**src/rtl/uart_pkg.sv**
```systemverilog
// ---------------------------------------------------------------------------
// uart_pkg
// Shared definitions for the UART transmit path: parity mode constants,
// transmitter state encoding and the parity helper used when a byte is
// accepted.
// ---------------------------------------------------------------------------
package uart_pkg;

   localparam int PAR_NONE = 0;
   localparam int PAR_ODD  = 1;
   localparam int PAR_EVEN = 2;

   // Widest legal data field; narrower words are zero-extended into it,
   // which leaves their XOR unchanged.
   localparam int MAX_DATA_BITS = 9;

   typedef enum logic [2:0] {
      ST_IDLE   = 3'd0,
      ST_ARM    = 3'd1,
      ST_START  = 3'd2,
      ST_DATA   = 3'd3,
      ST_PARITY = 3'd4,
      ST_STOP   = 3'd5
   } tx_state_e;

   // Even parity bit is the XOR of the data; odd parity is its inverse.
   function automatic logic parity_bit(input logic [MAX_DATA_BITS-1:0] data,
                                       input int                       parity);
      logic x;
      x = ^data;
      return (parity == PAR_ODD) ? ~x : x;
   endfunction

endpackage

```
**src/rtl/uart_tx_frame.sv**
```systemverilog
// ---------------------------------------------------------------------------
// uart_tx_frame
// Serial UART transmitter. Accepts a word over valid/ready while idle and
// shifts it out LSB-first as start / data / optional parity / stop bits, one
// bit per baud_tick period. The serial line is registered, so each line edge
// appears one clk after the tick that causes it.
//
// Ports:
//   clk         system clock
//   rst         synchronous active-high reset
//   baud_tick   one-clk enable per bit period
//   tx_data     word to send, sampled on accept
//   tx_valid    tx_data valid
//   tx_ready    high only while idle; accept = tx_valid & tx_ready
//   tx          serial line, idle high
//   busy        high whenever not idle
//   frame_done  one-clk pulse when the last stop bit completes
// ---------------------------------------------------------------------------
module uart_tx_frame
   import uart_pkg::*;
#(
   parameter int DATA_BITS = 8,
   parameter int PARITY    = PAR_NONE,
   parameter int STOP_BITS = 1
) (
   input  logic                 clk,
   input  logic                 rst,
   input  logic                 baud_tick,
   input  logic [DATA_BITS-1:0] tx_data,
   input  logic                 tx_valid,
   output logic                 tx_ready,
   output logic                 tx,
   output logic                 busy,
   output logic                 frame_done
);

   if (DATA_BITS < 5 || DATA_BITS > MAX_DATA_BITS) begin : g_bad_data_bits
      $error("uart_tx_frame: DATA_BITS must be 5..9");
   end
   if (PARITY < PAR_NONE || PARITY > PAR_EVEN) begin : g_bad_parity
      $error("uart_tx_frame: PARITY must be 0, 1 or 2");
   end
   if (STOP_BITS < 1 || STOP_BITS > 2) begin : g_bad_stop_bits
      $error("uart_tx_frame: STOP_BITS must be 1 or 2");
   end

   localparam logic [3:0] LAST_BIT  = 4'(DATA_BITS - 1);
   localparam logic       LAST_STOP = 1'(STOP_BITS - 1);

   tx_state_e            state_q, state_d;
   logic [DATA_BITS-1:0] shift_q, shift_d;
   logic [3:0]           bit_cnt_q, bit_cnt_d;
   logic                 stop_cnt_q, stop_cnt_d;
   logic                 par_q, par_d;
   logic                 tx_q, tx_d;
   logic                 frame_done_q, frame_done_d;

   always_comb begin
      state_d      = state_q;
      shift_d      = shift_q;
      bit_cnt_d    = bit_cnt_q;
      stop_cnt_d   = stop_cnt_q;
      par_d        = par_q;
      tx_d         = tx_q;
      frame_done_d = 1'b0;

      case (state_q)
         ST_IDLE: begin
            tx_d = 1'b1;
            if (tx_valid) begin
               shift_d = tx_data;
               par_d   = parity_bit(MAX_DATA_BITS'(tx_data), PARITY);
               state_d = ST_ARM;
            end
         end

         // Entered on the accept edge, so a tick coincident with the accept
         // is never seen here; the start bit waits for the next one.
         ST_ARM: begin
            if (baud_tick) begin
               tx_d    = 1'b0;
               state_d = ST_START;
            end
         end

         ST_START: begin
            if (baud_tick) begin
               tx_d      = shift_q[0];
               bit_cnt_d = 4'd0;
               state_d   = ST_DATA;
            end
         end

         ST_DATA: begin
            if (baud_tick) begin
               shift_d = shift_q >> 1;
               if (bit_cnt_q < LAST_BIT) begin
                  tx_d      = shift_d[0];
                  bit_cnt_d = bit_cnt_q + 4'd1;
               end else if (PARITY != PAR_NONE) begin
                  tx_d    = par_q;
                  state_d = ST_PARITY;
               end else begin
                  tx_d       = 1'b1;
                  stop_cnt_d = 1'b0;
                  state_d    = ST_STOP;
               end
            end
         end

         ST_PARITY: begin
            if (baud_tick) begin
               tx_d       = 1'b1;
               stop_cnt_d = 1'b0;
               state_d    = ST_STOP;
            end
         end

         // Line is already high; each tick closes one stop bit.
         ST_STOP: begin
            if (baud_tick) begin
               if (stop_cnt_q == LAST_STOP) begin
                  frame_done_d = 1'b1;
                  state_d      = ST_IDLE;
               end else begin
                  stop_cnt_d = stop_cnt_q + 1'b1;
               end
            end
         end

         default: begin
            tx_d    = 1'b1;
            state_d = ST_IDLE;
         end
      endcase
   end

   always_ff @(posedge clk) begin
      if (rst) begin
         state_q      <= ST_IDLE;
         shift_q      <= '0;
         bit_cnt_q    <= 4'd0;
         stop_cnt_q   <= 1'b0;
         par_q        <= 1'b0;
         tx_q         <= 1'b1;
         frame_done_q <= 1'b0;
      end else begin
         state_q      <= state_d;
         shift_q      <= shift_d;
         bit_cnt_q    <= bit_cnt_d;
         stop_cnt_q   <= stop_cnt_d;
         par_q        <= par_d;
         tx_q         <= tx_d;
         frame_done_q <= frame_done_d;
      end
   end

   assign tx         = tx_q;
   assign tx_ready   = (state_q == ST_IDLE);
   assign busy       = (state_q != ST_IDLE);
   assign frame_done = frame_done_q;

endmodule

```
**config.mk**
```make
export PLATFORM = sky130hd
export DESIGN_NAME = uart_tx_frame
export DESIGN_NICKNAME = d
export VERILOG_FILES = /design/src/rtl/uart_pkg.sv /design/src/rtl/uart_tx_frame.sv
export SDC_FILE = /design/constraint.sdc
export NUM_CORES = 1
export LEC_CHECK = 0
export BUFFER_PORTS_ARGS = -buffer_cell sky130_fd_sc_hd__buf_2
export CAP_MARGIN = 10
export CORE_MARGIN = 1.5
export CORE_UTILIZATION = 25
export DETAILED_ROUTE_END_ITERATION = 7
export GPL_TIMING_DRIVEN = 0
export SYNTH_ARGS = -nofsm -noshare
export SYNTH_HDL_FRONTEND = slang
export SYNTH_SLANG_ARGS = --single-unit
```
**constraint.sdc**
```tcl
create_clock -name clk -period 2.15 [get_ports clk]
set_input_delay 0.215 -clock clk [delete_from_list [all_inputs] [get_ports clk]]
set_output_delay 0.215 -clock clk [all_outputs]
set_load 0.02 [all_outputs]
```
; ---- Word level (Yosys, flattened, before mapping)
; Index checks and enable logic that the tools add are counted.
[word_totals]
out_inout_bits = 4
in_bits = 12
reg_bits = 18
wordCells = 64
[classes]
addsub = 2
mux = 28
n_bitwise = 2
magnitude_cmp = 1
eq_ne = 14
reduce_logical = 11
[op_table]
columns = operator, n
row1 = 3-bit 2-to-1 mux, 8
row2 = 2-bit inequality test (second input constant), 9
row3 = 3-bit one-hot mux with 6 select lines, 1
row4 = 8-bit 2-to-1 mux, 2
row5 = 8-bit one-hot mux with 2 select lines, 1
row6 = 4-bit 2-to-1 mux, 3
row7 = 1-bit 2-to-1 mux, 10
row8 = 5-bit AND reduction, 2
row9 = 4-bit one-hot mux with 2 select lines, 1
row10 = 8-bit AND reduction, 1
row11 = 3-bit by 2-bit == test with 1-bit output (second input constant), 2
row12 = 3-bit == test (second input constant), 2
row13 = 3-bit nonzero test, 2
row14 = 1-bit one-hot mux with 5 select lines, 1
row15 = 4-bit by 1-bit adder with 4-bit output (second input constant), 1
row16 = 4-bit by 3-bit less-than comparator with 1-bit output (second input constant), 1
row17 = 4-bit AND reduction, 1
row18 = 2-bit nonzero test, 2
row19 = 3-bit by 1-bit == test with 1-bit output (second input constant), 1
row20 = 3-bit zero test, 1
row21 = 1-bit one-hot mux with 3 select lines, 1
row22 = 3-bit AND reduction, 1
row23 = 3-bit OR reduction, 1
row24 = 1-bit inverter, 2
row25 = 1-bit adder (second input constant), 1

; ---- Depth between registers and ports, before layout
; Gate-level depths: netlist (run 1).
[logic_depth]
depth_word = 4
depth_mapped = 5
depth_no_buf = 5

; ---- Worst setup path before layout (run 1)
; OpenSTA, ideal clock, no wires.
[synth_timing]
path_type = register -> register
from = register state_q[0]
to = register shift_q[1]
n_path_buf = 1
synth_period_minus_slack_ps = 1358
setup_ps = 79
arrival_time_ps = 1279
slack_ps = 792
path_stages_with_launch = 6
required_time_ps = 2071
cell_sequence = dfxtp_1 -> or3b_4 -> a21oi_4 -> buf_6 -> nor2_1 -> a211oi_2
[synth_via]
elab_chain_len = 3
elab_cells_between_ends = 7
cone_classes = 3 x eq/ne / 1 x mux / 3 x reduce/logical
[synth_lines]
columns = item, line_no
row1 = start: declaration, uart_tx_frame.sv:50  ; tx_state_e state_q, state_d;
row2 = start signal: assignment, uart_tx_frame.sv:148  ; state_q <= state_d;
row3 = 3-bit by 2-bit == test with 1-bit output or 3-bit zero test (tied branches), n/a
row4 = 2-bit inequality test (no line) or 2-bit nonzero test (tied branches), n/a
row5 = 3-bit AND reduction (no line), n/a
row6 = end signal: assignment, uart_tx_frame.sv:149  ; shift_q <= shift_d;
row7 = end: declaration, uart_tx_frame.sv:51  ; logic [DATA_BITS-1:0] shift_q, shift_d;
; Parallel ways exist; a longest one is shown, timed or not.
; A chain may end at the register's enable or synchronous reset.

; ---- Worst setup path after layout (run 1)
[layout_timing]
from = register state_q[2]
to = output port tx_ready
[layout_via]
elab_chain_len = 1
[layout_lines]
columns = item, line_no
row1 = 3-bit zero test, n/a
row2 = end: declaration, uart_tx_frame.sv:31  ; output logic tx_ready,
; Every way passes these cells.

==> results of run 1 <==
-- worst max-delay path: cells and delay by family (launching register included) --
| kind | cells | cell delay, ns |
|---|---|---|
| buffers and inverters | 2 | 0.24 |
| AND/OR/NAND/NOR | 1 | 0.35 |
| flip-flops | 1 | 0.40 |
-- logic make-up after synthesis --
logic type	count (synthesis)
compound gates	22
fa+ha+maj	1
buf+inv	11
flops	17
mux	9
simple gates	39
-- power breakdown --
group	internal (uW)	switching (uW)	leakage, uW
logic	58.0	74.6	0.000281
registers	337	13.2	0.000139
clock network	72.3	105	0.0000150
total	467	193	0.000435
-- metrics by stage --
stage | std cells | setup slack [ns] | power, uW | cell area (um^2) | util [%]
2_1_floorplan | 99 | 0.792 | 455 | 868 | -
3_3_place_gp | 159 | 0.697 | 487 | 996 | 29.8
3_5_place_dp | 159 | 0.672 | 491 | 996 | 29.8
4_1_cts | 163 | 0.643 | 668 | 1020 | 30.6
5_1_grt | 163 | 0.554 | 696 | 1020 | 30.6
6_report | 163 | 0.664 | 660 | 1020 | 30.6
-- flip-flops by register name, summed over array words and instances, names as in the netlist --
| name | cells |
|---|---|
| shift_q | 8 |
| bit_cnt_q | 4 |
| state_q | 3 |
| frame_done | 1 |
| tx | 1 |
-- area by class of cell --
cell class / count / area, um^2 / share of cell area [%]
plain buffers: 7 / 38.8 / 3.79
clock buffers: 4 / 26.3 / 2.57
inverters: 4 / 15.0 / 1.47
multi-input cells: 71 / 474 / 46.4
flip-flops and latches: 17 / 340 / 33.3
well taps: 46 / 57.6 / 5.63
repair buffers: 14 / 70.1 / 6.85
-- layer usage --
| metal | vias to the layer above | track usage (%) |
|---|---|---|
| li1 | 391 | - |
| met1 | 358 | 12.4 |
| met2 | 22 | 19.5 |
| met3 | 4 | 2.69 |
| met4 | 0 | 4.56 |
| met5 | - | 0 |
-- cell usage in the layout, fill, tap and decap left out, drive strengths merged --
master and n:
nor2b 1, nor4 1, o21bai 1, nor4b 1, clkbuf 7, a31oi 2
a21oi 5, nor2 20, or3 1, a211oi 7, nand3b 3, dfxtp 17
inv 4, nand2 3, nor3b 1, nor3 2, or3b 1, o21ai 1
buf 18, a21o 1, ha 1, a2111oi 1, nand2b 1, a41oi 1
o221ai 3, mux2i 9, nand3 4
-- worst max-delay path by stage --
| stage | slack [ns] | startpoint | cells past startpoint | endpoint |
|---|---|---|---|---|
| 3_3_place_gp | 0.70 | state_q[0]$_SDFFE_PP0P_ | 5 | shift_q[1]$_SDFFE_PP0P_ |
| 6_report | 0.66 | state_q[2]$_SDFFE_PP0P_ | 3 | tx_ready |
| 4_1_cts | 0.64 | state_q[0]$_SDFFE_PP0P_ | 5 | shift_q[3]$_SDFFE_PP0P_ |
| 5_1_grt | 0.55 | state_q[0]$_SDFFE_PP0P_ | 5 | shift_q[1]$_SDFFE_PP0P_ |
| 3_5_place_dp | 0.67 | state_q[0]$_SDFFE_PP0P_ | 5 | shift_q[3]$_SDFFE_PP0P_ |
| 2_1_floorplan | 0.79 | state_q[0]$_SDFFE_PP0P_ | 5 | shift_q[1]$_SDFFE_PP0P_ |
==> impl_metrics.env, run 1 <==
export IMPL_skew_ns=0.00414
export IMPL_numPortBuffers=14
export IMPL_synth_area_leader_cell="dfxtp_1"
export IMPL_grt_pass1_vias=726
export IMPL_synthMuxAreaShare_pct=10.4
export IMPL_required_ns=1.93
export IMPL_drc=0
export IMPL_start_util_pct=26.0
export IMPL_grt_setup_unrepaired="false"
export IMPL_io_pins=16
export IMPL_clk_pin_slew_worst_paths_ns=0.10
export IMPL_holdPathEnd="shift_q[4]$_SDFFE_PP0P_"
export IMPL_cp_cell_sequence="or3_1, inv_1, buf_2"
export IMPL_cp_end_kind="output pin"
export IMPL_synth_area_um2=868
export IMPL_synth_cell_types=31
export IMPL_whs_path_depth=2
export IMPL_finalMaxSlewViolations=0
export IMPL_syn_to_final_growth_pct=17.7
export IMPL_status="complete, no violations"
export IMPL_ctsLongestPathBuffers=2
export IMPL_die_x_um=61.9
export IMPL_dp_hpwl_um=1340
export IMPL_hold_path_class="in -> reg"
export IMPL_ys_ff_latch=17
export IMPL_die_area_mm2=0.00384
export IMPL_synth_area_top_cells="dfxtp_1 39%, mux2i_1 10%, nor2_1 8.6%, a211oi_2 4.3%, a211oi_1 3.5%"
export IMPL_hold_buffers=0
export IMPL_wl_met2_um=887
export IMPL_synth_xor_area_share_pct=0
export IMPL_hp_start="rst"
export IMPL_core_area_mm2=0.00334
export IMPL_diodes=0
export IMPL_crit_type="reg -> out"
export IMPL_hold_ws_ns=0.182
export IMPL_die_height_um=61.9
export IMPL_p_per_area_mw_per_mm2=646
export IMPL_syn_inst=99
export IMPL_synth_top_family_by_area="simple AND/OR/NAND/NOR gates"
export IMPL_path_max_fanout=6
export IMPL_r2r_end="shift_q[3]$_SDFFE_PP0P_"
export IMPL_overflow=0
export IMPL_gp_congestion=0.763
export IMPL_first_pass_iters=4
export IMPL_clock_latency_ns=0.30
export IMPL_synth_most_common_cell="nor2_1"
export IMPL_synth_simple_area_share_pct=22.0
export IMPL_worst_pin_slew_ns=0.549
export IMPL_max_freq_ghz=0.673
export IMPL_grt_use_total_pct=11.0
export IMPL_antenna_found_initial=0
export IMPL_cts_tree="built"
export IMPL_r2r_start="state_q[0]$_SDFFE_PP0P_"
export IMPL_cts_sinks=17
export IMPL_synth_seq_area_share_pct=39.2
export IMPL_period_needed_ns=1.49
export IMPL_synth_edf_count=0
export IMPL_start_kind="register"
export IMPL_cts_setup_buffers=0
export IMPL_hold_violations=0
export IMPL_reg2reg_depth=5
export IMPL_wl_met1_um=804
export IMPL_rows=21
export IMPL_ys_flop_type="dfxtp_1"
export IMPL_wl_per_cell_um=11.1
export IMPL_drtIter0Drc=6
export IMPL_netlist_area_leader_share_pct=39.2
export IMPL_synth_compound_area_share_pct=20.7
export IMPL_rrSetupSlack_ns=0.67
export IMPL_grt_max_degree=11
export IMPL_vias_per_cell=4.75
export IMPL_cpMaxStageDelayCell="dfxtp_1"
export IMPL_numCtsBuffers=3
export IMPL_yosys_warnings=0
export IMPL_grt_pass1_wl_um=3080
export IMPL_synth_fp_nets=112
export IMPL_drt_antenna_violating_nets=0
export IMPL_period_share_pct=69.1
export IMPL_tns_ns=0
export IMPL_cts_root_buf="clkbuf_4"
export IMPL_synthAdderAreaFrac_pct=1.44
export IMPL_slew_headroom_pct=63.4
export IMPL_post_cts_resized=0
export IMPL_fillCellCount=370
export IMPL_nets=131
export IMPL_top_layer="met4"
export IMPL_yosys_top_cells_count="20 x nor2_1, 17 x dfxtp_1, 9 x mux2i_1"
export IMPL_leakage_uw=0.000435
export IMPL_wirelength_um=1810
export IMPL_maxCapViolCount=0
export IMPL_arrival_ns=1.27
export IMPL_worst_ir_drop_vdd_v=0.000269
export IMPL_vias=775
export IMPL_setup_viol=0
export IMPL_async_flop_share_pct=0
export IMPL_drive_above_1_share_pct=23.1
export IMPL_max_stage_delay_ns=0.40
export IMPL_h_tree_depth=1
export IMPL_synth_avg_cell_area_um2=8.77
export IMPL_dr_wl_met3_um=81
No activity file was read; power rests on OpenSTA's default activity.
==> run 2, diff against run 1 <==
Clock period 2.15 ns to 1.3 ns, I/O delays scaled along.
==> run 2 against run 1 <==
The flow now finishes with violations (negative setup slack). Global-route usage increased by 0.81 points. Register-to-register slack got worse by 0.72 ns. Clock power grew 65%. Sequential share of layout area is 3.1 points lower. Cell count is 3.1% higher. Routed wire length grew 7.3%. Clock skew grew 0.0011 ns. Worst hold slack lost 0.082 ns. Core utilization rose by 3.8 points. Total power increased by 74%. Sequential power is 67% higher.
==> impl_metrics.env, run 2 (same netlist as run 1, synthesis figures left out) <==
export IMPL_grt_max_degree=11
export IMPL_largest_reg_flops=8
export IMPL_drtIter0Drc=1
export IMPL_antenna_found_initial=0
export IMPL_start_kind="register"
export IMPL_p_per_area_mw_per_mm2=1000
export IMPL_p_seq_share_pct=50.7
export IMPL_diodes=0
export IMPL_nets=136
export IMPL_start_util_pct=26.0
export IMPL_dp_slack_ns=-0.149
export IMPL_numCtsBuffers=3
export IMPL_die_x_um=61.9
export IMPL_grt_use_total_pct=11.8
export IMPL_finalMaxSlewViolations=0
export IMPL_hold_path_class="in -> reg"
export IMPL_fin_ws_ns=-0.0580
export IMPL_cp_end_kind="output pin"
export IMPL_die_height_um=61.9
export IMPL_leakage_uw=0.000475
export IMPL_regMostFlops="shift_q"
export IMPL_grt_pass1_vias=767
export IMPL_skew_ns=0.00527
export IMPL_clk_pin_slew_worst_paths_ns=0.10
export IMPL_overflow=0
export IMPL_vias_per_cell=4.65
export IMPL_syn_to_final_growth_pct=32.3
export IMPL_final_common_cell="nor2_1"
export IMPL_core_area_mm2=0.00334
export IMPL_dp_cells=159
export IMPL_grt_util_met2_pct=21.7
export IMPL_die_area_mm2=0.00384
export IMPL_worst_ir_drop_vdd_v=0.000623
export IMPL_cts_sinks=17
export IMPL_top_regs="shift_q: 8 flops, bit_cnt_q: 4 flops, state_q: 3 flops"
export IMPL_grt_setup_unrepaired="true"
export IMPL_status="finished, violations left"
export IMPL_crit_start="state_q[0]$_SDFFE_PP0P_"
export IMPL_met1_usage_pct=13.2
export IMPL_crit_type="reg -> out"
export IMPL_dp_hpwl_um=1380
export IMPL_period_share_pct=104
export IMPL_r2r_start="state_q[0]$_SDFFE_PP0P_"
export IMPL_drc=0
export IMPL_wirelength_um=1940
export IMPL_numPortBuffers=14
export IMPL_hold_violations=0
export IMPL_io_pins=16
export IMPL_cts_root_buf="clkbuf_4"
export IMPL_path_max_fanout=4
export IMPL_hold_ws_ns=0.100
export IMPL_switchingPower_uw=348
export IMPL_rows=21
export IMPL_h_tree_depth=1
export IMPL_wl_per_cell_um=11.5
export IMPL_p_int_uw=803
export IMPL_drt_antenna_violating_nets=0
export IMPL_maxCapViolCount=0
export IMPL_arrival_ns=1.23
export IMPL_slew_headroom_pct=61.1
export IMPL_clock_latency_ns=0.30
export IMPL_setup_viol=10
export IMPL_period_needed_ns=1.36
export IMPL_gp_congestion=0.760
export IMPL_vias=782
export IMPL_first_pass_iters=4
export IMPL_hp_start="tx_data[7]"
export IMPL_violations="negative setup slack"
export IMPL_netSwitchingFraction_pct=30.2
export IMPL_worst_pin_slew_ns=0.583
export IMPL_layoutNonFillerInstCount=168
export IMPL_grt_util_met3_pct=3.11
export IMPL_mostFrequentLayoutCells="15 x nor2_1, 12 x dfxtp_1, 12 x buf_2"
export IMPL_comb_power_share_pct=23.8
export IMPL_drive_above_1_share_pct=44.3
export IMPL_ctsLongestPathBuffers=2
export IMPL_busiest_layer="met2"
export IMPL_clock_power_share_pct=25.5
export IMPL_hold_buffers=0
export IMPL_grt_pass1_wl_um=3370
export IMPL_cts_tree="built"
export IMPL_total_power_uw=1150
export IMPL_final_util_pct=34.4
export IMPL_required_ns=1.17
export IMPL_max_freq_ghz=0.736
run 2: through the flow:
| step | instance area (um^2) | TNS (ns) |
|---|---|---|
| after floorplan | 877 | -0.0831 |
| final | 1150 | -0.343 |
| after detailed placement | 1000 | -0.908 |
| after global routing | 1150 | -1.32 |
| after CTS | 1100 | -0.547 |
| after global placement | 1000 | -0.704 |
run 2: power groups by stage:
stage	registers (uW)	logic, uW	clock network (uW)
5_1_grt	588	301	311
3_3_place_gp	593	219	0
4_1_cts	583	264	302
3_5_place_dp	594	225	0
2_1_floorplan	592	165	0
6_report	583	273	294
run 2: critical path, stage by stage, from the launching register on:
cell	delay (ns)
dfxtp_2	0.34
or3_1	0.40
inv_2	0.08
buf_6	0.11
run 2: final cells by class:
class,instances,area [um^2]
well taps,46,57.6
clock inverters,1,5.00
clock buffers,3,22.5
multi-input cells,71,534
fillers,367,2190
flip-flops and latches,17,347
repair buffers,19,120
inverters,4,15.0
plain buffers,7,47.5
run 2: routing by layer:
layer	up-vias	part of all wire, %
met4	0	0.88
met2	13	51
met1	363	44
li1	404	-
met3	2	3.7
met5	-	0
run 2: worst paths after layout:
check	slack [ns]	endpoint	cells after the start
setup / recovery	-0.06	tx_ready	3
hold / removal	0.10	shift_q[7]$_SDFFE_PP0P_	3
hold reg to reg	0.48	shift_q[7]$_SDFFE_PP0P_	2
setup reg to reg	-0.05	shift_q[1]$_SDFFE_PP0P_	5
run 2: repair_timing:
action	4_1_cts	5_1_grt
pin swaps	11	6
gates resized for setup	15	15
cloned	1	0
buffers inserted	3	1
endpoints found under the setup margin	15	18
==> run 3, diff against run 2 <==
Settings changed: CORE_MARGIN 1.5 to 2.
==> run 3 against run 2 <==
Clock skew fell by 0.0038 ns. Critical endpoint is now shift_q[0]$_SDFFE_PP0P_. Worst hold slack got worse by 0.0028 ns. Die area rose by 3.3%. Critical path type is now reg -> reg. Flip-flop and latch count did not move. Sequential power barely moved. Largest power group unchanged. Sequential share of layout area fell by 0.87 points. The run still ends with negative setup slack left. Design area rose by 3.7%. Via count rose by 4.5%. Combinational power rose by 9.2%. Non-clock buffer count rose by 2.
==> impl_metrics.env, run 3 (same netlist as run 1, synthesis figures left out) <==
export IMPL_layoutNonFillerInstCount=170
export IMPL_clock_latency_ns=0.29
export IMPL_stdcell_area_mm2=0.00119
export IMPL_p_per_area_mw_per_mm2=984
export IMPL_top_regs="shift_q: 8 flops, bit_cnt_q: 4 flops, state_q: 3 flops"
export IMPL_whs_path_depth=3
export IMPL_gp_congestion=0.816
export IMPL_die_height_um=62.9
export IMPL_cts_root_buf="clkbuf_4"
export IMPL_drt_antenna_violating_nets=0
export IMPL_largest_reg_flops=8
export IMPL_vias=817
export IMPL_max_freq_ghz=0.726
export IMPL_p_int_uw=821
export IMPL_core_area_mm2=0.00334
export IMPL_netSwitchingFraction_pct=30.0
export IMPL_hold_buffers=0
export IMPL_vias_per_cell=4.81
export IMPL_leakage_uw=0.000494
export IMPL_antenna_found_initial=0
export IMPL_status="finished, violations left"
export IMPL_violations="negative setup slack"
export IMPL_dr_wl_met3_um=69
export IMPL_overflow=0
export IMPL_top_layer="met4"
export IMPL_clk_pin_slew_worst_paths_ns=0.10
export IMPL_syn_to_final_growth_pct=37.2
export IMPL_cp_end_kind="register"
export IMPL_fin_ws_ns=-0.0768
export IMPL_hold_violations=0
export IMPL_diodes=0
export IMPL_grt_setup_unrepaired="true"
export IMPL_grt_use_total_pct=10.5
export IMPL_cts_sinks=17
export IMPL_comb_power_share_pct=25.4
export IMPL_placed_cell_area_mm2=0.00100
export IMPL_period_needed_ns=1.38
export IMPL_rows=21
export IMPL_cts_tree="built"
export IMPL_die_area_mm2=0.00396
export IMPL_max_stage_delay_ns=0.40
export IMPL_dp_cells=159
export IMPL_total_power_uw=1170
export IMPL_drtIter0Drc=8
export IMPL_regMostFlops="shift_q"
export IMPL_cp_cell_sequence="or3b_4, a21oi_4, buf_6, nor2_2, a211oi_2"
export IMPL_wirelength_um=2030
export IMPL_crit_start="state_q[1]$_SDFFE_PP0P_"
export IMPL_dp_hpwl_um=1410
export IMPL_required_ns=1.53
export IMPL_final_common_cell="buf_2"
export IMPL_grt_pass1_vias=780
export IMPL_hp_start="tx_data[7]"
export IMPL_path_buf_inv=1
export IMPL_worst_ir_drop_vdd_v=0.000533
export IMPL_grt_max_degree=11
export IMPL_first_pass_iters=4
export IMPL_path_max_fanout=4
export IMPL_die_x_um=62.9
export IMPL_wl_met2_um=1060
export IMPL_crit_family="simple AND/OR/NAND/NOR gates"
export IMPL_start_util_pct=26.0
export IMPL_worst_pin_slew_ns=0.597
export IMPL_reg2reg_depth=5
export IMPL_ctsLongestPathBuffers=2
export IMPL_numCtsBuffers=3
export IMPL_drc=0
export IMPL_h_tree_depth=1
export IMPL_setup_viol=12
export IMPL_crit_type="reg -> reg"
export IMPL_cpMaxStageDelayCell="or3b_4"
export IMPL_wl_per_cell_um=11.9
export IMPL_tns_ns=-0.628
export IMPL_start_kind="register"
export IMPL_maxCapViolCount=0
export IMPL_hold_path_class="in -> reg"
export IMPL_mostFrequentLayoutCells="14 x buf_2, 12 x nor2_1, 12 x dfxtp_1"
export IMPL_final_util_pct=35.7
export IMPL_switchingPower_uw=351
export IMPL_skew_ns=0.00144
export IMPL_slew_headroom_pct=60.2
export IMPL_r2r_start="state_q[1]$_SDFFE_PP0P_"
export IMPL_clock_power_share_pct=24.6
export IMPL_grt_pass1_wl_um=3290
export IMPL_io_pins=16
export IMPL_drive_above_1_share_pct=47.6
export IMPL_finalMaxSlewViolations=0
export IMPL_period_share_pct=106
export IMPL_arrival_ns=1.60
export IMPL_numPortBuffers=14
export IMPL_nets=138
export IMPL_path_depth=5
export IMPL_wl_met1_um=864
export IMPL_p_seq_share_pct=50.0
## run 3: layer usage
metal,global-route usage [%],vias to the layer above
met3,2.16,5
met2,19.7,23
met5,0,-
met4,5.00,0
met1,11.1,378
li1,-,411
## run 3: worst paths after layout
path                             endpoint  slack, ns
setup / recovery  shift_q[0]$_SDFFE_PP0P_      -0.08
hold / removal    shift_q[7]$_SDFFE_PP0P_        0.1
setup reg to reg  shift_q[0]$_SDFFE_PP0P_      -0.08
hold reg to reg   shift_q[7]$_SDFFE_PP0P_       0.50
## run 3: final cells by class
cell class	instances	area, um^2
clock buffers	4	26.3
flip-flops and latches	17	349
multi-input cells	71	558
inverters	4	15.0
well taps	46	57.6
fillers	354	2150
repair buffers	21	134
plain buffers	7	51.3
## run 3: repair_timing
action | in CTS | in global routing
setup buffers | 5 | 0
cloned | 1 | 1
resized for setup | 23 | 12
pin swaps | 12 | 6
endpoints found under the setup margin | 15 | 18
## run 3: metrics by stage
| step | hold slack [ns] | setup slack (ns) |
|---|---|---|
| final | 0.0972 | -0.0768 |
| after global routing | 0.123 | -0.147 |
| after CTS | 0.0924 | -0.103 |
| after detailed placement | 0.412 | -0.249 |
| after global placement | 0.417 | -0.124 |
| after floorplan | 0.282 | -0.0286 |
## run 3: power groups by stage
stage	registers (uW)	clock network (uW)	logic, uW
detailed placement	594	0	226
global placement	593	0	219
CTS	586	305	286
finish	586	288	298
floorplan	592	0	165
global route	590	320	321
## run 3: worst reg2reg max path: cells and delay by family (launching register included)
family,cells,cell delay [ns]
AND/OR/NAND/NOR,2,0.44
AO/OA/AOI/OAI,2,0.38
flip-flops,1,0.34
buffers and inverters,1,0.15
